**config.mk**
```make
export PLATFORM = sky130hd
export DESIGN_NAME = push_button_debouncer
export DESIGN_NICKNAME = d
export VERILOG_FILES = /design/src/rtl/push_button_pkg.sv /design/src/rtl/sync_2ff.sv /design/src/rtl/push_button_debouncer.sv
export SDC_FILE = /design/constraint.sdc
export NUM_CORES = 1
export LEC_CHECK = 0
export BUFFER_PORTS_ARGS = -buffer_cell sky130_fd_sc_hd__clkbuf_2
export CAP_MARGIN = 20
export CORE_MARGIN = 5
export CORE_UTILIZATION = 59
export CTS_BUF_LIST = sky130_fd_sc_hd__clkbuf_4
export DETAILED_ROUTE_END_ITERATION = 10
export GPL_TIMING_DRIVEN = 0
export PLACE_DENSITY = 0.8
export SKIP_LAST_GASP = 1
export SLEW_MARGIN = 20
export SYNTH_ARGS = -nofsm -noshare
export SYNTH_HDL_FRONTEND = slang
export SYNTH_HIERARCHICAL = 1
export SYNTH_SLANG_ARGS = --single-unit
```
**constraint.sdc**
```tcl
create_clock -name clk -period 2.3 [get_ports clk]
set_input_delay 0.115 -clock clk [delete_from_list [all_inputs] [get_ports clk]]
set_output_delay 0.115 -clock clk [all_outputs]
set_load 0.005 [all_outputs]
```
**src/rtl/push_button_pkg.sv**
```systemverilog
// Shared types and helpers for the push-button debouncer and later
// board-input blocks.
package push_button_pkg;

    // Debouncer FSM states: two stable states, each with a pending state
    // used while the opposite level is being confirmed.
    typedef enum logic [1:0] {
        RELEASED        = 2'd0,
        PRESS_PENDING   = 2'd1,
        PRESSED         = 2'd2,
        RELEASE_PENDING = 2'd3
    } btn_state_t;

    // Pin level seen while the button is not pressed.
    function automatic logic released_level(input bit active_low);
        return active_low ? 1'b1 : 1'b0;
    endfunction

    // Width that holds the larger of two cycle counts without overflow.
    function automatic int cnt_width(input int a, input int b);
        int m;
        m = (a > b) ? a : b;
        return $clog2(m + 1);
    endfunction

endpackage

```
**src/rtl/sync_2ff.sv**
```systemverilog
// Single-bit two-flop synchroniser with a configurable reset value, so the
// synchronised level matches the idle pin level straight out of reset.
module sync_2ff #(
    parameter logic RESET_VAL = 1'b0
) (
    input  logic clk,
    input  logic rst_n,
    input  logic d_i,
    output logic q_o
);

    logic meta_q;
    logic sync_q;

    // Two-stage capture of the asynchronous input.
    always_ff @(posedge clk or negedge rst_n) begin
        if (!rst_n) begin
            // NOTE: resetting to the idle pin level stops a spurious edge
            // from being seen when reset releases with the button untouched.
            meta_q <= RESET_VAL;
            sync_q <= RESET_VAL;
        end else begin
            // NOTE: non-blocking assignments make both flops sample their
            // old values on the same edge, which is what builds the chain.
            meta_q <= d_i;
            sync_q <= meta_q;
        end
    end

    assign q_o = sync_q;

endmodule

```
**src/rtl/push_button_debouncer.sv**
```systemverilog
// Push-button front end: synchronises the raw pin, debounces it and reports
// a clean pressed level plus press, release and long-press pulses.
module push_button_debouncer
    import push_button_pkg::*;
#(
    parameter int DEBOUNCE_CYCLES   = 500_000,
    parameter int LONG_PRESS_CYCLES = 50_000_000,
    parameter int BTN_ACTIVE_LOW    = 1
) (
    input  logic clk,
    input  logic rst_n_async,
    input  logic btn_raw,
    output logic btn_level,
    output logic press_pulse,
    output logic release_pulse,
    output logic long_press_pulse,
    output logic long_held
);

    localparam int               CNT_W       = cnt_width(DEBOUNCE_CYCLES, LONG_PRESS_CYCLES);
    localparam logic [CNT_W-1:0] DEB_TARGET  = CNT_W'(DEBOUNCE_CYCLES);
    localparam logic [CNT_W-1:0] LONG_TARGET = CNT_W'(LONG_PRESS_CYCLES);
    localparam logic [CNT_W-1:0] CNT_MAX     = '1;
    localparam logic [CNT_W-1:0] CNT_ONE     = CNT_W'(1);

    logic             btn_sync;
    logic             btn_s;

    btn_state_t       state_q;
    logic [CNT_W-1:0] deb_cnt_q;
    logic [CNT_W-1:0] hold_cnt_q;
    logic [CNT_W-1:0] deb_cnt_d;
    logic [CNT_W-1:0] hold_cnt_d;
    logic             long_hit;

    logic             btn_level_q;
    logic             press_pulse_q;
    logic             release_pulse_q;
    logic             long_press_pulse_q;
    logic             long_held_q;

    sync_2ff #(
        .RESET_VAL (released_level(BTN_ACTIVE_LOW != 0))
    ) u_sync (
        .clk   (clk),
        .rst_n (rst_n_async),
        .d_i   (btn_raw),
        .q_o   (btn_sync)
    );

    // Normalise the synchronised pin so 1 always means pressed.
    assign btn_s = (BTN_ACTIVE_LOW != 0) ? ~btn_sync : btn_sync;

    // Saturating increments: the counters stick at all-ones instead of
    // wrapping, so a very long hold can never re-arm the threshold.
    assign deb_cnt_d  = (deb_cnt_q  == CNT_MAX) ? deb_cnt_q  : deb_cnt_q  + CNT_ONE;
    assign hold_cnt_d = (hold_cnt_q == CNT_MAX) ? hold_cnt_q : hold_cnt_q + CNT_ONE;

    // The long press fires on the PRESSED cycle whose increment lands on
    // the threshold, once per press.
    assign long_hit = (hold_cnt_d == LONG_TARGET) && !long_held_q;

    // Debounce FSM with its counters and registered outputs.
    always_ff @(posedge clk or negedge rst_n_async) begin
        if (!rst_n_async) begin
            state_q            <= RELEASED;
            deb_cnt_q          <= '0;
            hold_cnt_q         <= '0;
            btn_level_q        <= 1'b0;
            press_pulse_q      <= 1'b0;
            release_pulse_q    <= 1'b0;
            long_press_pulse_q <= 1'b0;
            long_held_q        <= 1'b0;
        end else begin
            press_pulse_q      <= 1'b0;
            release_pulse_q    <= 1'b0;
            long_press_pulse_q <= 1'b0;

            case (state_q)
                RELEASED: begin
                    if (btn_s) begin
                        state_q   <= PRESS_PENDING;
                        deb_cnt_q <= CNT_ONE;
                    end
                end

                PRESS_PENDING: begin
                    if (!btn_s) begin
                        // Glitch: drop back silently.
                        state_q   <= RELEASED;
                        deb_cnt_q <= '0;
                    end else if (deb_cnt_q == DEB_TARGET) begin
                        state_q       <= PRESSED;
                        deb_cnt_q     <= '0;
                        hold_cnt_q    <= '0;
                        btn_level_q   <= 1'b1;
                        press_pulse_q <= 1'b1;
                    end else begin
                        deb_cnt_q <= deb_cnt_d;
                    end
                end

                PRESSED: begin
                    // Every cycle resident in PRESSED counts toward the hold,
                    // including one that sees the pin fall, so the threshold
                    // still fires if it coincides with the fall.
                    hold_cnt_q <= hold_cnt_d;
                    if (long_hit) begin
                        long_press_pulse_q <= 1'b1;
                        long_held_q        <= 1'b1;
                    end
                    if (!btn_s) begin
                        state_q   <= RELEASE_PENDING;
                        deb_cnt_q <= CNT_ONE;
                    end
                end

                RELEASE_PENDING: begin
                    // hold_cnt is frozen here.
                    if (btn_s) begin
                        // Release bounce: resume the hold, no new press.
                        state_q   <= PRESSED;
                        deb_cnt_q <= '0;
                    end else if (deb_cnt_q == DEB_TARGET) begin
                        state_q         <= RELEASED;
                        deb_cnt_q       <= '0;
                        btn_level_q     <= 1'b0;
                        long_held_q     <= 1'b0;
                        release_pulse_q <= 1'b1;
                    end else begin
                        deb_cnt_q <= deb_cnt_d;
                    end
                end

                default: begin
                    state_q   <= RELEASED;
                    deb_cnt_q <= '0;
                end
            endcase
        end
    end

    assign btn_level        = btn_level_q;
    assign press_pulse      = press_pulse_q;
    assign release_pulse    = release_pulse_q;
    assign long_press_pulse = long_press_pulse_q;
    assign long_held        = long_held_q;

endmodule
```
==> summary.md, run 1 <==
| Metric | Value |
|---|---|
| Status | finished with violations |
| Finished Core Util | 81.77% |
| Post-layout net count | 581 |
| Layout fillers | 369 |
| Via Count | 4608 |
| Post-synth EDFFs | 0 |
| Worst skew pair latency | 0.43 ns |
| Relative slew slack | 51.62% |
| Initial Util | 59.66% |
| Hold WC Path Type | input port to asynchronous set/reset pin |
| RSZ-0062 raised after global routing | yes |
| Sum Neg Setup Slack | -1.365 ns |
| CTS Root Cell | clkbuf_4 |
| Cell taking the most area after synthesis | dfrtp_1 |
| TritonCTS buffer count | 9 |
| CTS tree | done |
| Cell Rows | 30 |
| Fmax | 0.4017 GHz |
| Critical Path Start | hold_cnt_q[5] |
| Crit Reg-Reg Startpoint | hold_cnt_q[5] |
| Synth cell types | 68 |
| Fin cells | 659 |
| Final wirelength | 13.73 mm |
| Clock Skew | 0.02138 ns |
| Detailed Place HPWL | 7.382 mm |
| Min Tclk post-route | 2.490 ns |
| Tot GR Track Use | 28.39% |
| Dpl cell area | 4189 sq um |
| Reg area | 1549 sq um |
| CP Max Fanout | 4 |
| IO Pins | 8 |
| Reg2Reg Depth | 9 |
| Arrival time worst endpoint | 2.85 ns |
| Ant diodes | 0 |
| Final slew viol count | 0 |
| Period utilization | 108.2% |
| Largest net degree at the start of global routing | 46 |
| CTS sink count | 61 |
| Final Setup Violations | 23 |
| Reg2Reg Setup Slack | -0.19 ns |
| Pwr Total | 1.992 mW |
| Die H | 92.43 microns |
| Initial antenna violation count | 0 |
| Core area | 6719 sq um |
| Placed cell count | 581 |
| Yosys warnings | 6 |
| Mapped Nets | 499 |
| Failing checks | setup timing |
| Post-route cell area | 5494 sq um |
| Mean Syn Cell Area | 8.132 sq um |
| Worst hold margin | 0.1392 ns |
| Register area share after synthesis | 38.14% |
| Power per cell area | 362.6 nW/um^2 |
| Mean routed wirelength per cell | 20.83 microns |
| Multi-input gate area | 2770 sq um |
| Drt pass-1 iters | 7 |
| Crit Path Category | flip-flop to flip-flop |
| Top_reg_cell synth | dfrtp_1 |
| FFs w/ async S/R, synth | 100.0% |
| Count leader, synth | o21ai_0 |
| Worst Max-Slew Pin Slew | 0.7230 ns |
| Ranking of synthesized cells by area | dfrtp_1 37%, o21ai_0 7.6%, nor2_1 4.8%, nand2_1 4.7%, a21oi_1 3.6% |
| Max cap viols | 0 |
| Netlist Area Pre-Place | 4009 sq um |
| Req. time, crit path | 2.66 ns |
| CTS Buffer Depth | 2 |
| Global route overflow | 0 |
| Startpoint Class | flip-flop |
| Leak pwr | 2.255 nW |
| H-tree levels | 3 |
| Layout cells sized above 1 | 36.96% |
| Commonest cells in the netlist | 61 x o21ai_0, 59 x dfrtp_1, 51 x nor2_1, 50 x nand2_1, 29 x a21oi_1 |
| Die Wd | 92.43 microns |
| Kind of end point of the critical path | flip-flop |
| First-pass GRT wire length | 19.44 mm |
| R2R Path End | long_press_pulse |
| Residual DRC count | 0 |
| Number of global-route vias before repair | 3829 |
| Final ANT Viol Nets | 0 |
| Setup slack at placement | -0.4954 ns |
| Final hold violations | 0 |
| Yosys top cell area share | 36.83% |
| Yosys reg bits | 61 |
| Vias per inst | 6.992 |
| DIE AREA | 8543 sq um |
| Synth-to-Final Area Change | 37.05% |
| Final Wtd Congestion | 0.9240 |
| DRT iter0 DRCs | 588 |
| Post-route setup slack | -0.1896 ns |
| Peak supply drop | 0.3649 mV |
| Port bufs | 7 |
| Clock Pin Slew Worst Setup and Hold Paths | 0.11 ns |
| Synthesized netlist cell count | 493 |
worst max-delay path by stage:
stage	endpoint	slack (ns)
after CTS	long_held	-0.07
final	long_press_pulse	-0.19
after detailed placement	long_held	-0.50
after global placement	long_held	-0.43
after floorplan	long_press_pulse	0.002
after global routing	long_held	-0.30
where the power goes:
group / switching (mW) / internal, mW
Sequential: 0.00506 / 1.08
Combinational: 0.0823 / 0.0627
Clock: 0.406 / 0.357
worst max-delay path, stage by stage (launching register included):
cell and delay (ns):
dfrtp_1 0.37, buf_6 0.14, buf_4 0.11, and4_1 0.25, nand2_1 0.15, or4_1 0.61
mux2i_1 0.19, nor2_1 0.16, nand4bb_1 0.13, and4b_1 0.31
cells in the final DEF (no fill, tap or decap), types with 7 or more instances in the layout:
cell type / n
nor3_1: 8
dfrtp_1: 43
nand3_1: 25
o21ai_2: 11
nor4_4: 7
nand4_1: 15
nand2_1: 50
clkbuf_2: 7
clkbuf_4: 13
a21oi_1: 26
and3_1: 13
buf_6: 18
nor2_1: 43
buf_4: 56
o21ai_0: 32
inv_1: 8
dfrtp_2: 16
o21ai_1: 20
final cells by class:
| cell class | instances | area share [%] |
|---|---|---|
| clock inverter | 3 | 0.6832 |
| sequential | 61 | 28.19 |
| clock buffer | 12 | 1.640 |
| tap | 80 | 1.822 |
| timing repair buffer | 78 | 12.18 |
| buffer | 25 | 4.373 |
| multi-input combinational | 390 | 50.42 |
| inverter | 10 | 0.6832 |
state kept, by name (all words and copies together) (netlist names), named ones only:
name / count
hold_cnt_q: 26
long_press_pulse: 1
u_sync/q_o: 1
press_pulse: 1
btn_level: 1
release_pulse: 1
deb_cnt_q: 26
long_held: 1
u_sync/meta_q: 1
state_q: 1
kinds of logic (layout without fill, tap and decap cells):
family                     Yosys count  count (layout)  synth area share [%]
buffers and inverters               42             128                 4.713
muxes                                3               3                0.7491
DFF                                 61              61                 38.14
and+or+nand+nor                    240             240                 33.49
xor gates and xnor gates             5               5                 1.092
adders and majority gates            3               3                0.9364
AOI/OAI and AO/OA                  139             139                 20.88
timing repair:
action | CTS | global route
hold endpoints to repair | 60 | 0
gates cloned | 2 | 4
pin swaps | 19 | 45
setup buffers | 38 | 25
resized for setup | 82 | 114
hold buffers | 2 | 0
endpoints found under the setup margin | 52 | 46
metal layers:
layer | GRT usage [%] | routed length, microns | share of wire [%]
met5 | 0 | 0 | 0
met4 | 8.911 | 572 | 4.2
met3 | 6.011 | 1609 | 12
met2 | 41.33 | 6105 | 44
met1 | 42.12 | 5441 | 40
(Power assumes the default switching activity.)
==> run 2, diff against run 1 <==
Settings changed: SKIP_CTS_REPAIR_TIMING from default to 1.
==> summary.md, run 2 (synthesis gave the netlist of run 1 again) <==
| Metric | Value |
|---|---|
| DIE AREA | 8543 sq um (unchanged) |
| Initial Util | 59.66% (unchanged) |
| Post-layout net count | 549 (was 581) |
| Leak pwr | 2.062 nW (was 2.255 nW) |
| Bufs and invs on worst path | 2 (unchanged) |
| Number of global-route vias before repair | 3478 (was 3829) |
| Worst Max-Slew Pin Slew | 0.7379 ns (was 0.7230 ns) |
| Crit Path Category | flip-flop to flip-flop (unchanged) |
| Clock Pin Slew Worst Setup and Hold Paths | 0.11 ns (about the same) |
| Ant diodes | 0 (unchanged) |
| Relative slew slack | 50.62% (was 51.62%) |
| Final hold violations | 0 (unchanged) |
| Via Count | 4207 (was 4608) |
| Peak supply drop | 0.3234 mV (was 0.3649 mV) |
| Sum Neg Setup Slack | -2.460 ns (was -1.365 ns) |
| Die H | 92.43 microns (unchanged) |
| Most common cell after layout, fill and taps aside | nand2_1 (was buf_4) |
| Detailed Place HPWL | 7.382 mm (unchanged) |
| Failing checks | setup timing (unchanged) |
| Layout fillers | 462 (was 369) |
| Clock Skew | 0.01927 ns (was 0.02138 ns) |
| Power per cell area | 379.4 nW/um^2 (was 362.6 nW/um^2) |
| RSZ-0062 raised after global routing | yes (unchanged) |
| Layout cells sized above 1 | 30.53% (was 36.96%) |
| Final ANT Viol Nets | 0 (unchanged) |
| Fmax | 0.4007 GHz (was 0.4017 GHz) |
| Multi-input gate area | 2701 sq um (was 2770 sq um) |
| Period utilization | 108.5% (was 108.2%) |
| Mean routed wirelength per cell | 18.54 microns (was 20.83 microns) |
| TritonCTS buffer count | 9 (unchanged) |
| Post-route setup slack | -0.1958 ns (was -0.1896 ns) |
| Finished Core Util | 76.61% (was 81.77%) |
| Startpoint Class | flip-flop (unchanged) |
| Synth-to-Final Area Change | 28.40% (was 37.05%) |
| Req. time, crit path | 2.61 ns (was 2.66 ns) |
| Worst skew pair latency | 0.41 ns (was 0.43 ns) |
| Min Tclk post-route | 2.496 ns (was 2.490 ns) |
| Arrival time worst endpoint | 2.81 ns (was 2.85 ns) |
| Final slew viol count | 0 (unchanged) |
| Kind of end point of the critical path | flip-flop (unchanged) |
| CTS Root Cell | clkbuf_4 (unchanged) |
| Max stage delay on crit path | 0.62 ns (was 0.61 ns) |
| Final Wtd Congestion | 0.9240 (unchanged) |
| Die Wd | 92.43 microns (unchanged) |
| Vias per inst | 6.710 (was 6.992) |
| CTS Buffer Depth | 2 (unchanged) |
| H-tree levels | 3 (unchanged) |
| Drt pass-1 iters | 4 (was 7) |
| Slowest-stage cell, CP | or4_4 (was or4_1) |
| Worst hold margin | 0.1559 ns (was 0.1392 ns) |
| Final wirelength | 11.62 mm (was 13.73 mm) |
| First-pass GRT wire length | 17.49 mm (was 19.44 mm) |
| Cell Rows | 30 (unchanged) |
| Tot GR Track Use | 25.64% (was 28.39%) |
| CP Max Fanout | 6 (was 4) |
| IO Pins | 8 (unchanged) |
| Reg area | 1545 sq um (was 1549 sq um) |
| Status | finished with violations (unchanged) |
| Largest regs | deb_cnt_q (26), hold_cnt_q (26) (unchanged) |
| Max cap viols | 0 (unchanged) |
| Final Setup Violations | 34 (was 23) |
| DRT iter0 DRCs | 345 (was 588) |
| CTS tree | done (unchanged) |
| Largest net degree at the start of global routing | 46 (unchanged) |
| Core area | 6719 sq um (unchanged) |
| CTS sink count | 61 (unchanged) |
| CP top delay family | simple AND/OR/NAND/NOR gates (unchanged) |
| Initial antenna violation count | 0 (unchanged) |
| Hold WC Path Type | input port to asynchronous set/reset pin (unchanged) |
| Global route overflow | 0 (unchanged) |
| Port bufs | 7 (unchanged) |
| Most frequent cells in the layout | 50 x nand2_1, 48 x nor2_1, 48 x o21ai_0, 46 x dfrtp_1, 31 x buf_4 (was 56 x buf_4, 50 x nand2_1, 43 x nor2_1, 43 x dfrtp_1, 32 x o21ai_0) |
| CP Cell Sequence | buf_6, nand4_1, or4_4, buf_12, o22a_1, o22ai_1, nor2_1, nand4bb_1, and4b_1 (was buf_6, buf_4, and4_1, nand2_1, or4_1, mux2i_1, nor2_1, nand4bb_1, and4b_1) |
| Residual DRC count | 0 (unchanged) |
run 2: where the power goes:
group / total (mW) / leakage [nW] / switching (mW) / internal (mW)
clock network: 0.746 / 0.0725 / 0.389 / 0.357
logic: 0.122 / 1.17 / 0.0755 / 0.0468
registers: 1.09 / 0.819 / 0.00587 / 1.08
run 2: per-stage QoR:
stage	instance area, sq um	setup WS, ns	cells	power, mW
6_report	5147	-0.1958	627	1.953
3_5_place_dp	4189	-0.4954	581	1.196
5_1_grt	5147	-0.3146	627	2.031
3_3_place_gp	4159	-0.4295	580	1.186
2_1_floorplan	4024	0.002434	493	1.149
4_1_cts	4317	-0.5189	596	1.930
run 2: path summary, 6_finish.rpt:
check | start | end | slack [ns] | depth (start not counted)
max reg2reg | hold_cnt_q[8] | long_press_pulse | -0.20 | 9
min | rst_n_async | deb_cnt_q[18] | 0.16 | 2
max in group asynchronous | rst_n_async | u_sync/meta_q | 1.56 | 3
min in group clk | btn_raw | u_sync/meta_q | 0.34 | 2
max | hold_cnt_q[8] | long_press_pulse | -0.20 | 9
min reg2reg | u_sync/meta_q | u_sync/q_o | 0.36 | 0
run 2: area by class of cell:
cell class	count	share of cell area, %
plain buffers	27	4.181
inverters	10	0.7292
multi-input cells	390	52.48
flip-flops and latches	61	30.02
clock inverters	3	0.7292
well taps	80	1.945
clock buffers	12	1.750
repair buffers	44	8.167
run 2: metal layers:
layer	global-route usage (%)	up-vias	routed length, microns
li1	-	1936	-
met5	0	-	0
met3	4.468	24	946
met1	40.02	2020	5381
met4	9.158	0	241
met2	35.23	227	5054
==> run 3, diff against run 2 <==
Settings changed: BUFFER_PORTS_ARGS -buffer_cell sky130_fd_sc_hd__clkbuf_2 to default, CORE_UTILIZATION 59 to 60, DONT_BUFFER_PORTS from default to 1, RECOVER_POWER from default to 100.
==> summary.md, run 3 (synthesis gave the netlist of run 1 again) <==
| Metric | Value |
|---|---|
| Most common cell after layout, fill and taps aside | nand2_1 (unchanged) |
| Final hold violations | 0 (unchanged) |
| Failing checks | capacitance limit, slew limit, setup timing (was setup timing) |
| Die H | 91.74 microns (was 92.43 microns) |
| GR peak layer | met1 (unchanged) |
| CTS Root Cell | clkbuf_4 (unchanged) |
| Sum Neg Setup Slack | -2.916 ns (was -2.460 ns) |
| Internal | 1.451 mW (was 1.483 mW) |
| Peak supply drop | 0.4385 mV (was 0.3234 mV) |
| Req. time, crit path | 2.63 ns (was 2.61 ns) |
| Final ANT Viol Nets | 0 (unchanged) |
| GR Util met1 | 38.74% (was 40.02%) |
| RSZ-0062 raised after global routing | yes (unchanged) |
| Comb pwr share | 5.4% (was 6.3%) |
| Crit Path Category | flip-flop to flip-flop (unchanged) |
| Most frequent cells in the layout | 50 x nand2_1, 48 x nor2_1, 47 x dfrtp_1, 46 x o21ai_0, 37 x buf_4 (was 50 x nand2_1, 48 x nor2_1, 48 x o21ai_0, 46 x dfrtp_1, 31 x buf_4) |
| Period utilization | 111.6% (was 108.5%) |
| CTS Buffer Depth | 2 (unchanged) |
| TritonCTS buffer count | 9 (unchanged) |
| Synth-to-Final Area Change | 25.12% (was 28.40%) |
| Post-route setup slack | -0.2663 ns (was -0.1958 ns) |
| Worst Max-Slew Pin Slew | 1.508 ns (was 0.7379 ns) |
| First-pass GRT wire length | 17.38 mm (was 17.49 mm) |
| CP top delay family | simple AND/OR/NAND/NOR gates (unchanged) |
| Final Setup Violations | 26 (was 34) |
| Slowest-stage cell, CP | nor4_2 (was or4_4) |
| Largest regs | deb_cnt_q (26), hold_cnt_q (26) (unchanged) |
| Clk pwr share | 40.1% (was 38.2%) |
| DRT iter0 DRCs | 557 (was 345) |
| CP Cell Sequence | clkbuf_4, nand4_1, buf_4, nor4_4, buf_4, a2111oi_4, nor4_2, a2111oi_4, a41oi_2, nor2_1 (was buf_6, nand4_1, or4_4, buf_12, o22a_1, o22ai_1, nor2_1, nand4bb_1, and4b_1) |
| Bufs and invs on worst path | 3 (was 2) |
| Post-layout net count | 545 (was 549) |
| Pwr Total | 1.994 mW (was 1.953 mW) |
| Final Wtd Congestion | 0.9717 (was 0.9240) |
| Cell Rows | 29 (was 30) |
| Final slew viol count | 61 (was 0) |
| CTS sink count | 61 (unchanged) |
| Worst skew pair latency | 0.44 ns (was 0.41 ns) |
| Status | finished with violations (unchanged) |
| Final wirelength | 12.58 mm (was 11.62 mm) |
| GR Util met3 | 7.201% (was 4.468%) |
| Arrival time worst endpoint | 2.90 ns (was 2.81 ns) |
| Port bufs | 0 (was 7) |
| Flop pwr share | 54.4% (was 55.6%) |
| Largest net degree at the start of global routing | 62 (was 46) |
| Min Tclk post-route | 2.566 ns (was 2.496 ns) |
| CP Max Fanout | 10 (was 6) |
| Switching share of total power | 27.20% (was 24.08%) |
| Kind of end point of the critical path | flip-flop (unchanged) |
| Finished Core Util | 78.10% (was 76.61%) |
| Max cap viols | 1 (was 0) |
| Clock Skew | 0.02213 ns (was 0.01927 ns) |
| Relative slew slack | -0.5211% (was 50.62%) |
| Met2 usage | 35.91% (was 35.23%) |
| Startpoint Class | flip-flop (unchanged) |
| CTS tree | done (unchanged) |
| Mean routed wirelength per cell | 20.25 microns (was 18.54 microns) |
| Vias per inst | 6.981 (was 6.710) |
| Max stage delay on crit path | 0.48 ns (was 0.62 ns) |
| Hold WC Path Type | input port to flip-flop (was input port to asynchronous set/reset pin) |
| Via Count | 4335 (was 4207) |
| IO Pins | 8 (unchanged) |
| Leak pwr | 2.000 nW (was 2.062 nW) |
| Residual DRC count | 0 (unchanged) |
| Detailed Place HPWL | 7.429 mm (was 7.382 mm) |
| DIE AREA | 8416 sq um (was 8543 sq um) |
| Layout cells sized above 1 | 28.68% (was 30.53%) |
| Tot GR Track Use | 25.52% (was 25.64%) |
| H-tree levels | 3 (unchanged) |
| Die Wd | 91.74 microns (was 92.43 microns) |
| Number of global-route vias before repair | 3475 (was 3478) |
| Power per cell area | 397.4 nW/um^2 (was 379.4 nW/um^2) |
| Fmax | 0.3897 GHz (was 0.4007 GHz) |
| Initial antenna violation count | 0 (unchanged) |
| Initial Util | 62.42% (was 59.66%) |
| Ant diodes | 0 (unchanged) |
| NetSw | 0.5423 mW (was 0.4703 mW) |
| Drt pass-1 iters | 5 (was 4) |
| Core area | 6422 sq um (was 6719 sq um) |
| Global route overflow | 0 (unchanged) |
| Layout fillers | 406 (was 462) |
| Clock Pin Slew Worst Setup and Hold Paths | 0.12 ns (was 0.11 ns) |
## run 3: changes by cell type in the layout (fill, tap and decap cells not counted), sizes merged
cell      delta
buf          +2
inv          +2
clkbuf       -9
clkinvlp     +2
## run 3: power by group through the flow
stage / registers [mW] / clock network [mW] / logic, mW
finish: 1.09 / 0.800 / 0.109
detailed placement: 1.11 / 0 / 0.0603
floorplan: 1.10 / 0 / 0.0448
CTS: 1.09 / 0.796 / 0.0610
global placement: 1.11 / 0 / 0.0582
global route: 1.09 / 0.860 / 0.119
## run 3: metrics by stage
stage,hold slack [ns],worst slack [ns],cells,area (sq um)
floorplan,-0.1806,0.002434,493,4024
detailed placement,-0.1781,-0.4918,570,4120
global placement,-0.1783,-0.4764,570,4120
finish,0.2142,-0.2663,621,5016
CTS,-0.6452,-0.5265,586,4260
global route,0.1886,-0.3557,621,5016
## run 3: final cells by class
type                            count  area, sq um  area share, %
Timing Repair Buffer               40        317.8          6.336
Clock buffer                        9        67.56          1.347
Clock inverter                      7        72.57          1.447
Inverter                           10        37.54         0.7483
Sequential cell                    61         1544          30.78
Tap cell                           77        96.34          1.921
Buffer                             27        211.5          4.216
Multi-Input combinational cell    390         2669          53.21
## run 3: metal layers
metal | vias to the layer above | share of wire (%) | wire length [microns]
met5 | - | 0 | 0
met4 | 0 | 1.8 | 224
met3 | 29 | 12 | 1460
met2 | 307 | 45 | 5654
met1 | 2078 | 42 | 5237
li1 | 1921 | - | -
## run 3: worst paths after layout
check,startpoint,endpoint,slack (ns),depth (start not counted)
min in group asynchronous,rst_n_async,hold_cnt_q[16],0.59,2
max reg2reg,hold_cnt_q[11],long_held,-0.27,10
min reg2reg,u_sync/meta_q,u_sync/q_o,0.35,0
max,hold_cnt_q[11],long_held,-0.27,10
max in group asynchronous,rst_n_async,hold_cnt_q[9],0.68,2
min,btn_raw,u_sync/meta_q,0.21,1
